--- src/rtl/usr_pkg.sv ---
// Shared types for the universal shift register: operation modes and control FSM states.
// Rotate support is compiled in with USR_ROTATE_EN; see universal_shift_reg.sv.
package usr_pkg;

   typedef enum logic [1:0] {
      USR_HOLD = 2'b00,
      USR_SHL  = 2'b01,
      USR_SHR  = 2'b10,
      USR_LOAD = 2'b11
   } usr_mode_e;

   typedef enum logic {
      USR_IDLE  = 1'b0,
      USR_SHIFT = 1'b1
   } usr_state_e;

endpackage

--- src/rtl/universal_shift_reg_if.sv ---
// Command/status bundle of the universal shift register.
// The rot signal exists only when USR_ROTATE_EN is defined.
interface universal_shift_reg_if #(
   parameter int unsigned WIDTH = 8,
   parameter int unsigned CNT_W = $clog2(WIDTH + 1)
);
   logic             start;
   logic [1:0]       mode;
   logic [CNT_W-1:0] amt;
   logic [WIDTH-1:0] pdata;
   logic             sin_lsb;
   logic             sin_msb;
`ifdef USR_ROTATE_EN
   logic             rot;
`endif
   logic [WIDTH-1:0] q;
   logic             sout_msb;
   logic             sout_lsb;
   logic             busy;
   logic             done;

`ifdef USR_ROTATE_EN
   modport master (
      output start, mode, amt, pdata, sin_lsb, sin_msb, rot,
      input  q, sout_msb, sout_lsb, busy, done
   );
   modport slave (
      input  start, mode, amt, pdata, sin_lsb, sin_msb, rot,
      output q, sout_msb, sout_lsb, busy, done
   );
`else
   modport master (
      output start, mode, amt, pdata, sin_lsb, sin_msb,
      input  q, sout_msb, sout_lsb, busy, done
   );
   modport slave (
      input  start, mode, amt, pdata, sin_lsb, sin_msb,
      output q, sout_msb, sout_lsb, busy, done
   );
`endif

endinterface

--- src/rtl/usr_ctrl.sv ---
// Control FSM of the universal shift register: accepts commands in idle, counts shift steps,
// and produces busy, the done pulse and per-edge load/shift strobes for the datapath.
module usr_ctrl
   import usr_pkg::*;
#(
   parameter int unsigned WIDTH = 8,
   parameter int unsigned CNT_W = $clog2(WIDTH + 1)
) (
   input  logic             clk,
   input  logic             rst_n,
   input  logic             start_i,
   input  logic [1:0]       mode_i,
   input  logic [CNT_W-1:0] amt_i,
   input  logic             rot_i,
   output logic             load_o,
   output logic             shift_o,
   output logic             left_o,
   output logic             rot_o,
   output logic             busy_o,
   output logic             done_o
);

   localparam logic [CNT_W-1:0] MaxAmt = CNT_W'(WIDTH);

   usr_state_e       state_q, state_d;
   logic [CNT_W-1:0] rem_q, rem_d;
   logic             left_q, left_d;
   logic             rot_q, rot_d;
   logic             done_q, done_d;
   usr_mode_e        mode;
   logic [CNT_W-1:0] amt_sat;

   assign mode    = usr_mode_e'(mode_i);
   assign amt_sat = (amt_i > MaxAmt) ? MaxAmt : amt_i;

   always_comb begin
      state_d = state_q;
      rem_d   = rem_q;
      left_d  = left_q;
      rot_d   = rot_q;
      done_d  = 1'b0;
      load_o  = 1'b0;
      shift_o = 1'b0;
      unique case (state_q)
         USR_IDLE: begin
            if (start_i) begin
               unique case (mode)
                  USR_LOAD: begin
                     load_o = 1'b1;
                     done_d = 1'b1;
                  end
                  USR_HOLD: done_d = 1'b1;
                  USR_SHL, USR_SHR: begin
                     if (amt_sat == '0) begin
                        done_d = 1'b1;
                     end else begin
                        // Command edge only arms the counter; shifting starts next edge.
                        left_d  = (mode == USR_SHL);
                        rot_d   = rot_i;
                        rem_d   = amt_sat;
                        state_d = USR_SHIFT;
                     end
                  end
               endcase
            end
         end
         USR_SHIFT: begin
            shift_o = 1'b1;
            rem_d   = rem_q - 1'b1;
            if (rem_q == CNT_W'(1)) begin
               state_d = USR_IDLE;
               done_d  = 1'b1;
            end
         end
      endcase
   end

   always_ff @(posedge clk) begin
      if (!rst_n) begin
         state_q <= USR_IDLE;
         rem_q   <= '0;
         left_q  <= 1'b0;
         rot_q   <= 1'b0;
         done_q  <= 1'b0;
      end else begin
         state_q <= state_d;
         rem_q   <= rem_d;
         left_q  <= left_d;
         rot_q   <= rot_d;
         done_q  <= done_d;
      end
   end

   assign left_o = left_q;
   assign rot_o  = rot_q;
   assign busy_o = (state_q == USR_SHIFT);
   assign done_o = done_q;

endmodule

--- src/rtl/universal_shift_reg.sv ---
// Universal shift register top: q register and shift muxing around the usr_ctrl FSM.
// Define USR_ROTATE_EN to add the rot input (rotate instead of serial fill).
module universal_shift_reg
   import usr_pkg::*;
#(
   parameter int unsigned WIDTH = 8,
   parameter int unsigned CNT_W = $clog2(WIDTH + 1)
) (
   input  logic                 clk,
   input  logic                 rst_n,
   universal_shift_reg_if.slave bus
);

   logic [WIDTH-1:0] q_q, q_d;
   logic             load, shift, left, rot_q, rot_in;
   logic             lsb_in, msb_in;

`ifdef USR_ROTATE_EN
   assign rot_in = bus.rot;
`else
   assign rot_in = 1'b0;
`endif

   usr_ctrl #(
      .WIDTH (WIDTH),
      .CNT_W (CNT_W)
   ) u_ctrl (
      .clk     (clk),
      .rst_n   (rst_n),
      .start_i (bus.start),
      .mode_i  (bus.mode),
      .amt_i   (bus.amt),
      .rot_i   (rot_in),
      .load_o  (load),
      .shift_o (shift),
      .left_o  (left),
      .rot_o   (rot_q),
      .busy_o  (bus.busy),
      .done_o  (bus.done)
   );

   always_comb begin
      lsb_in = rot_q ? q_q[WIDTH-1] : bus.sin_lsb;
      msb_in = rot_q ? q_q[0] : bus.sin_msb;
      q_d    = q_q;
      if (load) begin
         q_d = bus.pdata;
      end else if (shift) begin
         q_d = left ? {q_q[WIDTH-2:0], lsb_in} : {msb_in, q_q[WIDTH-1:1]};
      end
   end

   always_ff @(posedge clk) begin
      if (!rst_n) begin
         q_q <= '0;
      end else begin
         q_q <= q_d;
      end
   end

   assign bus.q        = q_q;
   assign bus.sout_msb = q_q[WIDTH-1];
   assign bus.sout_lsb = q_q[0];

endmodule

--- src/flat_wrapper.sv ---
// flat-port wrapper written by rule: the top's interface ports become plain ports
module universal_shift_reg_flat import usr_pkg::*;
#(
   parameter int unsigned WIDTH = 8,
   parameter int unsigned CNT_W = $clog2(WIDTH + 1)
)
  (clk, rst_n, bus_start, bus_mode, bus_amt, bus_pdata, bus_sin_lsb, bus_sin_msb, bus_q, bus_sout_msb, bus_sout_lsb, bus_busy, bus_done);
  universal_shift_reg_if #(.WIDTH(WIDTH), .CNT_W(CNT_W)) bus_i ();
  input  logic clk;
  input  logic rst_n;
  input wire logic [$bits(bus_i.start)-1:0] bus_start;
  input wire logic [$bits(bus_i.mode)-1:0] bus_mode;
  input wire logic [$bits(bus_i.amt)-1:0] bus_amt;
  input wire logic [$bits(bus_i.pdata)-1:0] bus_pdata;
  input wire logic [$bits(bus_i.sin_lsb)-1:0] bus_sin_lsb;
  input wire logic [$bits(bus_i.sin_msb)-1:0] bus_sin_msb;
  output wire logic [$bits(bus_i.q)-1:0] bus_q;
  output wire logic [$bits(bus_i.sout_msb)-1:0] bus_sout_msb;
  output wire logic [$bits(bus_i.sout_lsb)-1:0] bus_sout_lsb;
  output wire logic [$bits(bus_i.busy)-1:0] bus_busy;
  output wire logic [$bits(bus_i.done)-1:0] bus_done;
  assign bus_i.start = bus_start;
  assign bus_i.mode = bus_mode;
  assign bus_i.amt = bus_amt;
  assign bus_i.pdata = bus_pdata;
  assign bus_i.sin_lsb = bus_sin_lsb;
  assign bus_i.sin_msb = bus_sin_msb;
  assign bus_q = bus_i.q;
  assign bus_sout_msb = bus_i.sout_msb;
  assign bus_sout_lsb = bus_i.sout_lsb;
  assign bus_busy = bus_i.busy;
  assign bus_done = bus_i.done;
  universal_shift_reg #(.WIDTH(WIDTH), .CNT_W(CNT_W)) u_core (.clk(clk), .rst_n(rst_n), .bus(bus_i));
endmodule
--- config.mk ---
export PLATFORM = sky130hd
export DESIGN_NAME = universal_shift_reg_flat
export DESIGN_NICKNAME = d
export VERILOG_FILES = /design/src/rtl/usr_pkg.sv /design/src/rtl/universal_shift_reg_if.sv /design/src/rtl/usr_ctrl.sv /design/src/rtl/universal_shift_reg.sv /design/src/flat_wrapper.sv
export SDC_FILE = /design/constraint.sdc
export NUM_CORES = 1
export LEC_CHECK = 0
export CAP_MARGIN = 30
export CELL_PAD_IN_SITES_DETAIL_PLACEMENT = 1
export CELL_PAD_IN_SITES_GLOBAL_PLACEMENT = 2
export CORE_MARGIN = 3
export CORE_UTILIZATION = 27
export CTS_CLUSTER_SIZE = 12
export DETAILED_ROUTE_END_ITERATION = 7
export GPL_ROUTABILITY_DRIVEN = 0
export PLACE_DENSITY_LB_ADDON = 0.1
export SLEW_MARGIN = 10
export SYNTH_ARGS = -nofsm -noshare
export SYNTH_HDL_FRONTEND = slang
export SYNTH_SLANG_ARGS = --single-unit
--- constraint.sdc ---
create_clock -name clk -period 3 [get_ports clk]
set_input_delay 0.6 -clock clk [delete_from_list [all_inputs] [get_ports clk]]
set_output_delay 0.6 -clock clk [all_outputs]
set_load 0.005 [all_outputs]
==> run_summary.xml <==
<?xml version="1.0" encoding="UTF-8"?>
<metrics>
  <group name="floorplanning">
    <metric name="core" unit="mm^2">0.00290</metric>
    <metric name="die-area" unit="mm^2">0.00389</metric>
    <metric name="rows" unit="">19</metric>
    <metric name="die_h" unit="um">62.3</metric>
    <metric name="floorplan.initialDensity" unit="%">29.6</metric>
    <metric name="pin_count" unit="">31</metric>
    <metric name="fp.dieW" unit="um">62.3</metric>
  </group>
  <group name="synthesis">
    <metric name="synth_edf_count" unit="">0</metric>
    <metric name="register_area_share_after_synthesis" unit="%">35.0</metric>
    <metric name="most_common_library_cells_after_synthesis" unit="">dfxtp_1 (15), a222oi_1 (7), inv_1 (7), mux2_2 (7), nor2_1 (7)</metric>
    <metric name="total_number_of_yosys_warnings" unit="">0</metric>
    <metric name="yosys-top-cells-area" unit="">dfxtp_1 (35%), mux2_2 (9.2%), a222oi_1 (8.2%)</metric>
    <metric name="postSynthNetCount" unit="">113</metric>
    <metric name="netlist_area" unit="um^2">857</metric>
    <metric name="post_synth_num_cell_types" unit="">33</metric>
    <metric name="synth_area_per_cell" unit="um^2">9.52</metric>
    <metric name="ys.flop_type" unit="">dfxtp_1</metric>
    <metric name="synth.most_common_cell" unit="">dfxtp_1</metric>
    <metric name="synthArstFlopShare" unit="%">0</metric>
    <metric name="postSynthRegisterBits" unit="">15</metric>
    <metric name="post_synth_inst_count" unit="">90</metric>
    <metric name="synthDominantAreaCellType" unit="">dfxtp_1</metric>
    <metric name="yosys.area.top_type_share" unit="%">35.0</metric>
  </group>
  <group name="hold_path">
    <metric name="worstHoldPathType" unit="">register to register</metric>
  </group>
  <group name="place">
    <metric name="port_buffers" unit="">30</metric>
    <metric name="place_inst" unit="">156</metric>
    <metric name="placement.cell_area" unit="mm^2">0.00118</metric>
    <metric name="dp.final_hpwl" unit="um">1750</metric>
  </group>
  <group name="timing">
    <metric name="timing.final.hold_violations" unit="">0</metric>
    <metric name="slew_viol_final" unit="">0</metric>
    <metric name="worst_slew_margin_rel" unit="%">53.5</metric>
    <metric name="max_freq" unit="MHz">491</metric>
    <metric name="post-route-min-period" unit="ns">2.03</metric>
    <metric name="finalCritPeriodShare" unit="%">67.8</metric>
    <metric name="setup-violations-final" unit="">0</metric>
    <metric name="setup-tns-final" unit="ns">0</metric>
    <metric name="fin_skew" unit="ns">0.00319</metric>
    <metric name="unrepaired_setup_endpoints_after_global_routing" unit="">false</metric>
    <metric name="max_slew.worst_pin.slew" unit="ns">0.698</metric>
  </group>
  <group name="layout">
    <metric name="design_area" unit="mm^2">0.00121</metric>
    <metric name="design.final.nets" unit="">142</metric>
    <metric name="final_core_utilization" unit="%">41.6</metric>
    <metric name="area_growth" unit="%">40.7</metric>
    <metric name="insertedDiodeCount" unit="">0</metric>
    <metric name="layout-drive-gt1-share" unit="%">10.2</metric>
    <metric name="finalNonFillerCells" unit="">160</metric>
  </group>
  <group name="routing">
    <metric name="drt_wl_total" unit="um">2320</metric>
    <metric name="dr.first_iter.drc_count" unit="">65</metric>
    <metric name="drc" unit="">0</metric>
    <metric name="number_of_detailed_routing_iterations_run_before_antenna_repair" unit="">5</metric>
    <metric name="avgRoutedWirePerCell" unit="um">14.5</metric>
    <metric name="final_antenna_net_count" unit="">0</metric>
    <metric name="vias_per_cell" unit="">5.18</metric>
    <metric name="routed-via-count" unit="">829</metric>
  </group>
  <group name="power">
    <metric name="netSwitchingFraction" unit="%">27.7</metric>
    <metric name="power.share.sequential" unit="%">49.2</metric>
    <metric name="p_per_area" unit="mW/mm^2">385</metric>
    <metric name="pwr-share-clk" unit="%">24.4</metric>
    <metric name="fin_total_pwr" unit="uW">465</metric>
    <metric name="combinational_power_share" unit="%">26.4</metric>
    <metric name="peakVddDrop" unit="V">0.000188</metric>
    <metric name="power.static_leakage" unit="uW">0.000434</metric>
    <metric name="power_switching" unit="uW">129</metric>
    <metric name="power.internal" unit="uW">336</metric>
  </group>
  <group name="global_route">
    <metric name="grt_first_pass_wirelength" unit="um">4030</metric>
    <metric name="first_global_vias" unit="">850</metric>
    <metric name="track_usage" unit="%">12.6</metric>
    <metric name="grt_antenna_before_repair" unit="">0</metric>
    <metric name="overflow" unit="">0</metric>
    <metric name="grt_start_max_net_pins" unit="">24</metric>
  </group>
  <group name="critical_path">
    <metric name="criticalPathCategory" unit="">primary input to register</metric>
    <metric name="critPathArrivalTime" unit="ns">2.19</metric>
    <metric name="worstPathMaxFanout" unit="">7</metric>
    <metric name="endpoint_kind" unit="">register</metric>
    <metric name="worst-endpoint-required" unit="ns">3.15</metric>
    <metric name="critPathLaunchType" unit="">primary input</metric>
  </group>
  <group name="clock_network">
    <metric name="cts_sinks" unit="">15</metric>
    <metric name="clk-insertion-delay-late" unit="ns">0.28</metric>
    <metric name="tritoncts_clock_tree" unit="">done</metric>
    <metric name="hold_buffers" unit="">0</metric>
    <metric name="cts_inserted_buffers" unit="">3</metric>
    <metric name="ctsResizeCount" unit="">0</metric>
    <metric name="htree_num_levels" unit="">1</metric>
    <metric name="ctsRootBufferMaster" unit="">clkbuf_4</metric>
    <metric name="maximum_buffer_depth_of_the_clock_tree" unit="">2</metric>
    <metric name="cts_setup_buffers" unit="">0</metric>
    <metric name="clk_pin_slew" unit="ns">0.08</metric>
  </group>
  <group name="flow_run">
    <metric name="maxCapViolations" unit="">0</metric>
  </group>
  <group name="run_status">
    <metric name="outcome" unit="">complete, no violations</metric>
  </group>
</metrics>
==> cell usage in the layout, fill, tap and decap left out, drive strengths merged, types with 3 or more instances in the layout <==
cell           synthesis  final
dfxtp                 15     15
clkbuf                 2      4
mux2                   7      7
nor2                   7      7
clkdlybuf4s50          0     30
inv                    7      7
o21ai                  3      3
a21oi                  4      4
ha                     4      4
a222oi                 7      7
==> per-layer routing <==
metal	share of wire, %	GRT usage, %	vias to the layer above
li1	-	-	403
met1	46	15.8	391
met2	47	20.4	31
met3	6.5	3.96	4
met4	1.3	4.13	0
met5	0	0	-
==> critical path, cell delays in order <==
cell	delay, ns
clkdlybuf4s50_1	0.48
inv_1	0.05
ha_1	0.32
nand2b_1	0.26
o311ai_0	0.36
o41ai_1	0.12
==> path summary, 6_finish.rpt <==
path | cells after the start | startpoint | slack [ns] | to
worst max register to register | 4 | u_core.u_ctrl.busy_o$_SDFF_PN0_ | 1.47 | u_core.bus.q[2]$_SDFFE_PN0P_
worst min register to register | 2 | u_core.u_ctrl.rem_q[2]$_SDFFE_PN0P_ | 0.54 | u_core.u_ctrl.rem_q[2]$_SDFFE_PN0P_
worst max-delay path | 6 | bus_mode[1] | 0.97 | u_core.u_ctrl.left_o$_SDFFE_PN0P_
worst min-delay path | 2 | u_core.u_ctrl.rem_q[2]$_SDFFE_PN0P_ | 0.54 | u_core.u_ctrl.rem_q[2]$_SDFFE_PN0P_
==> area by class of cell <==
| cell class | count | area (um^2) |
|---|---|---|
| fillers | 350 | 1690 |
| multi-input cells | 61 | 493 |
| repair buffers | 31 | 308 |
| flip-flops and latches | 15 | 300 |
| well taps | 42 | 52.6 |
| clock buffers | 4 | 26.3 |
| inverters | 7 | 26.3 |
==> sequential cells by signal (all words and copies together) (netlist names) <==
signal,count
u_core.u_ctrl.done_o,1
u_core.u_ctrl.busy_o,1
u_core.bus.q,8
u_core.u_ctrl.rem_q,4
u_core.u_ctrl.left_o,1
==> through the flow <==
step,hold WS (ns),setup slack [ns]
global route,0.577,0.800
finish,0.536,0.965
global placement,0.517,0.680
floorplan,0.474,1.30
detailed placement,0.525,0.669
CTS,0.538,0.973
==> kinds of logic after synthesis <==
| group | synth area share, % |
|---|---|
| AO/OA/AOI/OAI | 24.4 |
| adder cells (fa/ha/maj) | 5.84 |
| buffers and inverters | 7.45 |
| flip-flops | 35.0 |
| multiplexers | 10.4 |
| AND/OR/NAND/NOR | 16.9 |
==> power by group through the flow <==
stage | logic [uW] | registers [uW] | clock network, uW
global route | 137 | 231 | 128
detailed placement | 124 | 233 | 0
finish | 123 | 229 | 113
floorplan | 64.3 | 230 | 0
global placement | 122 | 233 | 0
CTS | 125 | 229 | 121
Power figures use the tool's default switching activity.
